--- src/rtl/weighted_sum_neuron.sv ---
// weighted_sum_neuron: captures 8 weights and 8 input lanes on a valid/ready
// handshake. It then accumulates their unsigned dot product with one MAC per
// cycle, using saturating arithmetic. The result and a threshold spike are
// presented on a valid/ready output port.
// Optional build macro NEURON_LEAK_EN: the accumulator persists between samples
// as a leaky membrane potential instead of clearing at each capture.
module weighted_sum_neuron #(
  parameter int unsigned WIDTH_P     = 4,
  parameter int unsigned IN_WIDTH_P  = 4,
  parameter int unsigned ACC_WIDTH_P = 12,
  parameter int unsigned THRESH_P    = 200
) (
  input  logic                    clk_i,
  input  logic                    rst_ni,
  input  logic [WIDTH_P-1:0]      weight_0,
  input  logic [WIDTH_P-1:0]      weight_1,
  input  logic [WIDTH_P-1:0]      weight_2,
  input  logic [WIDTH_P-1:0]      weight_3,
  input  logic [WIDTH_P-1:0]      weight_4,
  input  logic [WIDTH_P-1:0]      weight_5,
  input  logic [WIDTH_P-1:0]      weight_6,
  input  logic [WIDTH_P-1:0]      weight_7,
  input  logic [8*IN_WIDTH_P-1:0] x_i,
  input  logic                    valid_i,
  output logic                    ready_o,
  output logic [ACC_WIDTH_P-1:0]  sum_o,
  output logic                    spike_o,
  output logic                    valid_o,
  input  logic                    ready_i
);

  localparam int unsigned PROD_W = WIDTH_P + IN_WIDTH_P;
  localparam int unsigned SUM_W  = ((ACC_WIDTH_P > PROD_W) ? ACC_WIDTH_P : PROD_W) + 1;
  localparam logic [ACC_WIDTH_P-1:0] ACC_MAX  = {ACC_WIDTH_P{1'b1}};
  localparam logic [ACC_WIDTH_P-1:0] THRESH_C = ACC_WIDTH_P'(THRESH_P);

  typedef enum logic [1:0] {
    IDLE  = 2'd0,
    ACCUM = 2'd1,
    OUT   = 2'd2
  } state_e;

  state_e                          state_q, state_d;
  logic [2:0]                      idx_q, idx_d;
  logic [ACC_WIDTH_P-1:0]          acc_q, acc_d;
  logic [ACC_WIDTH_P-1:0]          sum_q, sum_d;
  logic                            spike_q, spike_d;
  logic [7:0][WIDTH_P-1:0]         w_q, w_d;
  logic [7:0][IN_WIDTH_P-1:0]      x_q, x_d;

  logic [PROD_W-1:0]               prod;
  logic [SUM_W-1:0]                sum_wide;
  logic [ACC_WIDTH_P-1:0]          acc_next;

  // Saturating MAC on the lane selected by idx
  always_comb begin
    prod     = PROD_W'(w_q[idx_q]) * PROD_W'(x_q[idx_q]);
    sum_wide = SUM_W'(acc_q) + SUM_W'(prod);
    acc_next = (sum_wide > SUM_W'(ACC_MAX)) ? ACC_MAX : sum_wide[ACC_WIDTH_P-1:0];
  end

  // Next-state and datapath update
  always_comb begin
    state_d = state_q;
    idx_d   = idx_q;
    acc_d   = acc_q;
    sum_d   = sum_q;
    spike_d = spike_q;
    w_d     = w_q;
    x_d     = x_q;
    unique case (state_q)
      IDLE: begin
        if (valid_i) begin
          w_d   = {weight_7, weight_6, weight_5, weight_4,
                   weight_3, weight_2, weight_1, weight_0};
          x_d   = x_i;
          idx_d = 3'd0;
`ifdef NEURON_LEAK_EN
          acc_d = spike_q ? '0 : (acc_q >> 1);
`else
          acc_d = '0;
`endif
          state_d = ACCUM;
        end
      end
      ACCUM: begin
        acc_d = acc_next;
        idx_d = idx_q + 3'd1;
        if (idx_q == 3'd7) begin
          sum_d   = acc_next;
          spike_d = (acc_next >= THRESH_C);
          state_d = OUT;
        end
      end
      OUT: begin
        if (ready_i) state_d = IDLE;
      end
      default: state_d = IDLE;
    endcase
  end

  // State and datapath registers
  always_ff @(posedge clk_i or negedge rst_ni) begin
    if (!rst_ni) begin
      state_q <= IDLE;
      idx_q   <= '0;
      acc_q   <= '0;
      sum_q   <= '0;
      spike_q <= 1'b0;
      w_q     <= '0;
      x_q     <= '0;
    end else begin
      state_q <= state_d;
      idx_q   <= idx_d;
      acc_q   <= acc_d;
      sum_q   <= sum_d;
      spike_q <= spike_d;
      w_q     <= w_d;
      x_q     <= x_d;
    end
  end

  assign ready_o = (state_q == IDLE);
  assign valid_o = (state_q == OUT);
  assign sum_o   = sum_q;
  assign spike_o = spike_q;

endmodule
--- config.mk ---
export PLATFORM = sky130hd
export DESIGN_NAME = weighted_sum_neuron
export DESIGN_NICKNAME = d
export VERILOG_FILES = /design/src/rtl/weighted_sum_neuron.sv
export SDC_FILE = /design/constraint.sdc
export NUM_CORES = 1
export LEC_CHECK = 0
export BUFFER_PORTS_ARGS = -buffer_cell sky130_fd_sc_hd__buf_4
export CORE_AREA = 2 2 94 96
export CTS_CLUSTER_SIZE = 40
export DETAILED_ROUTE_END_ITERATION = 12
export DIE_AREA = 0 0 96 98
export PLACE_DENSITY = 0.83
export SLEW_MARGIN = 25
export SYNTH_ARGS = -nofsm -noshare
export SYNTH_HDL_FRONTEND = slang
export SYNTH_SLANG_ARGS = --single-unit
--- constraint.sdc ---
create_clock -name clk_i -period 10.9 [get_ports clk_i]
set_input_delay 2.18 -clock clk_i [delete_from_list [all_inputs] [get_ports clk_i]]
set_output_delay 2.18 -clock clk_i [all_outputs]
set_load 0.02 [all_outputs]
# After elaboration in Yosys (flattened, before gate mapping)
# Index checks and enable logic that the tools add are counted.
# W data, S select, Z words.
[totals]
register_bits = 94
latch_bits = 0
ram_bits = 0
mem_bits_ro = 0
input_bits = 68
word_cells = 52
mem_count = 0
[classes]
add_sub_neg = 2
mul = 1
n_div = 0
order_cmp = 3
eq_ne = 6
shifts = 0
mux = 13
bitwise = 0
reduce_logical = 6
[op_table]
columns = ["cell", "count"]
rows = [
  ["$bmux W4 S3", 2],
  ["$mux W12", 2],
  ["$pmux W12 S2", 1],
  ["$add A12 B8 Y13", 1],
  ["$gt A13 B12 Y1 const B", 1],
  ["$ge A12 B8 Y1 const B", 1],
  ["$mul A4 B4 Y8", 1],
  ["$mux W4", 2],
  ["$mux W2", 3],
  ["$pmux W2 S3", 1],
  ["$pmux W3 S2", 1],
  ["$reduce_and A2 Y1", 3],
  ["$lt A3 B4 Y1 const B", 1],
  ["$ne A2 B2 Y1 const B", 2],
  ["$add A3 B1 Y3 const B", 1],
  ["$eq A3 B3 Y1 const B", 1],
  ["$mux W3", 1],
  ["$reduce_and A3 Y1", 1],
  ["$eq A2 B1 Y1 const B", 1],
  ["$eq A2 B2 Y1 const B", 1],
  ["$logic_not A2 Y1", 1],
  ["$ne A2 B1 Y1 const B", 1],
  ["$reduce_bool A2 Y1", 1],
]

# Logic depth before layout (Yosys ltp)
[depth]
ltp_word = 7
depth_mapped = 19

# Worst setup path after synthesis
# Ideal clock, no wire load.
[synth_path]
kind = "register to register"
startpoint = "reg idx_q[0]"
endpoint = "reg spike_q, in the netlist spike_o"
arrival_ns = 4.467
required_ns = 10.765
path_slack_ns = 6.298
path_stages_with_launch = 17
path_buffers = 2
period_less_slack_ns = 4.602
path_cell_list = "dfrtp_1 buf_4 buf_6 mux4_2 mux2i_1 or2_2 fa_1 fa_1 fa_1 inv_1 ha_1 nand2b_1 a21oi_1 a2111o_1 a2bb2oi_1 nor4b_1 a31oi_1"
[synth_via]
elab_chain_len = 7
[synth_lines]
columns = ["item", "line", "source"]
rows = [
  ["start: declaration", "44", "logic [2:0] idx_q, idx_d;"],
  ["start signal: assignment", "114", "idx_q <= idx_d;"],
  ["$bmux W4 S3", "57", "prod = PROD_W'(w_q[idx_q]) * PROD_W'(x_q[idx_q]);"],
  ["$mux W4 (implied by the code)", "57", ""],
  ["$mul A4 B4 Y8", "57", ""],
  ["$add A12 B8 Y13", "58", "sum_wide = SUM_W'(acc_q) + SUM_W'(prod);"],
  ["$gt A13 B12 Y1", "59", "acc_next = (sum_wide > SUM_W'(ACC_MAX)) ? ACC_MAX : sum_wide[ACC_WIDTH_P-1:0];"],
  ["$mux W12", "59", ""],
  ["$ge A12 B8 Y1", "91", "spike_d = (acc_next >= THRESH_C);"],
  ["end signal: assignment", "117", "spike_q <= spike_d;"],
  ["end: declaration", "47", "logic spike_q, spike_d;"],
]
# Parallel ways exist; a longest one is shown, timed or not. The select of a mux whose other input is x is not followed.
# A chain may end at the register's enable or synchronous reset.

# Worst setup path in the final report
[layout_path]
startpoint = "reg idx_q[0]"
endpoint = "reg acc_q[11]"
[layout_via]
elab_chain_len = 7
[layout_lines]
columns = ["item", "line", "source"]
rows = [
  ["$bmux W4 S3", "57", ""],
  ["$mux W4 (implied by the code)", "57", ""],
  ["$mul A4 B4 Y8 *", "57", ""],
  ["$add A12 B8 Y13 *", "58", ""],
  ["$gt A13 B12 Y1", "59", ""],
  ["$mux W12 *", "59", ""],
  ["$pmux W12 S2 *", "71", "unique case (state_q)"],
  ["end signal: assignment", "107", "acc_q <= '0;"],
  ["end signal: assignment", "115", "acc_q <= acc_d;"],
  ["end: declaration", "45", "logic [ACC_WIDTH_P-1:0] acc_q, acc_d;"],
]
# Mark *: on every way between the ends. The rest lies on a longest branch, timed or not. The select of a mux whose other input is x is not followed.

==> summary.txt <==
STA
  • Hold slack: 487.1 ps
  • Tightest Pin Transition: 953.3 ps
  • Min Tclk post-route: 5174 ps
  • Unrepaired setup endpoints after global routing: no
  • Count of final hold-check violations: 0
  • Slew Viols, Final: 0
  • Max Freq: 0.1933 GHz
  • Total negative slack: 0 ps
  • Clock Skews: 11.58 ps
  • Final period util: 0.4747
  • Relative slew slack: 0.3645
  • Final worst slack: 5726 ps
  • Final setup viols: 0

Synthesis
  • Flops & latches, synth: 94
  • Sequential cell area fraction in the yosys report: 0.4759
  • Synth Instances: 406
  • Synth top area share: 0.4759
  • Syn Area/Cell: 12.17 um2
  • Synth Net Count: 503
  • Ys async rst share: 1.000
  • Synth top area cells: dfrtp_1 48%, mux2_2 15%, mux4_2 7.3%
  • Synthesized area: 4942 um2
  • Cell taking the most area after synthesis: dfrtp_1
  • Synth Warn #: 0
  • Post-synthesis cell type count: 39
  • Top_reg_cell synth: dfrtp_1
  • EDFF count, synth: 0

Worst setup path
  • CP max FO: 19
  • Crit end category: flip-flop
  • Worst R2R End: acc_q[11]$_DFFE_PN0P_
  • Worst R2R Setup Slack: 5730 ps
  • Crit path DAT: 5390 ps
  • Worst Setup Start Kind: flip-flop
  • Cell Chain, Critical Path: mux4_2 -> mux2i_1 -> or2_2 -> fa_1 -> fa_1 -> fa_1 -> inv_1 -> ha_1 -> nand2b_1 -> a211oi_1 -> o31ai_1 -> or2_2 -> mux2i_1 -> o22ai_1
  • Max incr delay on CP: 760 ps
  • Crit Reg-Reg Startpoint: idx_q[0]$_DFFE_PN0P_
  • Required @ worst endpoint: 11120 ps
  • Slowest-stage cell, CP: dfrtp_2
  • R2R cell count: 14
  • Most used cell, CP: fa_1
  • Critical path class: flip-flop to flip-flop

Hold path
  • Min-delay src: sum_o[9]$_DFFE_PN0P_
  • Hold WC Path Type: flip-flop to flip-flop
  • WHS Path Cells: 2
  • Hold EP: sum_o[9]$_DFFE_PN0P_

Placement
  • Post-Place Setup Slack: 5707 ps
  • Dpl hpwl: 7058 um
  • Routability cong.: 0.8919
  • Port bufs: 82

Finish
  • Most common cell after layout, fill and taps aside: dfrtp_1
  • Final core utilization: 0.6836
  • Area Growth Syn to Fin: 17.09%
  • Storage cell area: 2354 um2
  • Ant diodes: 0
  • Multi-input gate area: 2362 um2
  • Nets: 578
  • Commonest non-fill, non-tap cells in the layout: 93 x dfrtp_1, 84 x buf_4, 64 x mux2_2, 33 x inv_1, 32 x nand2_1
  • Fill cell count: 600
  • Share of cells above drive strength 1: 0.3930

Routing
  • Final wirelength: 9756 um
  • Initial DRT Pass Iterations: 5
  • ANT nets after route: 0
  • First-iteration detailed-routing DRC count: 126
  • Vias per inst: 5.559
  • Post-DR wirelength/cell: 16.42 um
  • Drt drc: 0
  • Vias: 3302

Floorplanning
  • Starting Density: 0.5838
  • Core Region: 8466 um2
  • FP Rows: 34
  • I/O pin count: 83
  • DIE AREA: 9408 um2
  • Die extent in y: 98 um
  • Die width: 96 um

CTS
  • H-tree levels: 3
  • Root buf cell: clkbuf_8
  • Hold_buf cts: 0
  • CTS sink count: 94
  • Setup bufs post-CTS: 0
  • Resized Gates After CTS: 0
  • Clock-pin transition on the worst setup and hold timing paths: 100 ps
  • Clk_lat worst skew: 370 ps
  • CTS max path bufs: 2
  • CTS tree: done
  • CTS Buf Count: 9

GRT
  • Total grt overflow: 0
  • Via count of the first global-routing pass: 3428
  • First-pass GRT wire length: 16530 um
  • Initial antenna violation count: 0
  • Gr usage total: 0.2301
  • Largest net degree at the start of global routing: 80

Flow run
  • Maxcap violations: 0

Run status
  • Outcome: complete, no violations
metrics by stage:
| step | area [um2] | cells |
|---|---|---|
| finish | 5787 | 594 |
| global route | 5787 | 594 |
| CTS | 5787 | 594 |
| detailed placement | 5605 | 578 |
| global placement | 5604 | 578 |
| floorplan | 4942 | 406 |
flip-flops by register name, summed over array words and instances (netlist names):
signal	flops
w_q	32
spike_o	1
state_q	2
x_q	32
acc_q	12
idx_q	3
sum_o	12
routing by layer:
metal  up-vias  track usage  wire length [um]
met2        90       0.3579              4753
met4         0      0.08901               189
li1       1564            -                 -
met3        17      0.05324               469
met1      1631       0.3150              4343
met5         -            0                 0
worst max-delay path by stage:
stage                              start               endpoint  slack (ps)  cells after the start
floorplan           idx_q[0]$_DFFE_PN0P_    spike_o$_DFFE_PN0P_        6300                     16
global placement    idx_q[0]$_DFFE_PN0P_    spike_o$_DFFE_PN0P_        5470                     14
detailed placement  idx_q[0]$_DFFE_PN0P_    spike_o$_DFFE_PN0P_        5710                     14
CTS                 idx_q[0]$_DFFE_PN0P_   sum_o[5]$_DFFE_PN0P_        5660                     14
global route        idx_q[0]$_DFFE_PN0P_   sum_o[5]$_DFFE_PN0P_        5290                     14
finish              idx_q[0]$_DFFE_PN0P_  acc_q[11]$_DFFE_PN0P_        5730                     14
cell usage after synthesis (2+ instances only):
library cell / instances
mux2i_1: 10
xor2_1: 2
nor2_1: 30
buf_2: 9
fa_1: 9
o31ai_1: 2
nand2b_1: 5
dfrtp_1: 94
xnor2_1: 4
buf_6: 2
o22ai_1: 11
a31oi_1: 2
nor4b_1: 2
a21oi_1: 7
ha_1: 20
inv_1: 33
nor3_1: 2
or2_2: 5
o21ai_0: 19
nand2_1: 32
clkbuf_1: 8
mux4_2: 16
mux2_2: 64
nor2b_1: 2
a21o_1: 2
cell type report:
| class | count | share of cell area |
|---|---|---|
| clock inverters | 7 | 0.009946 |
| flip-flops and latches | 94 | 0.4067 |
| inverters | 33 | 0.02141 |
| clock buffers | 9 | 0.02141 |
| well taps | 108 | 0.02335 |
| multi-input cells | 259 | 0.4082 |
| repair buffers | 84 | 0.1090 |
worst max-delay path: cells and delay by family (launching register included):
family	cells	cell delay, ps
AO/OA/AOI/OAI	3	620
adder cells (fa/ha/maj)	4	1780
buffers and inverters	1	40
flip-flops	1	760
multiplexers	3	1170
AND/OR/NAND/NOR	3	610
cells by family (layout without fill, tap and decap cells):
group / Yosys count / count (layout) / synth area share
buffers and inverters: 53 / 133 / 0.04633
DFF: 94 / 94 / 0.4760
muxes: 90 / 90 / 0.2390
adders and majority gates: 29 / 29 / 0.08709
xor gates and xnor gates: 6 / 6 / 0.01063
AOI/OAI and AO/OA: 52 / 52 / 0.06835
and+or+nand+nor: 82 / 82 / 0.07266
Power is not shown: default switching activity piles up to over one toggle a cycle in this logic, so the estimate is an artifact.
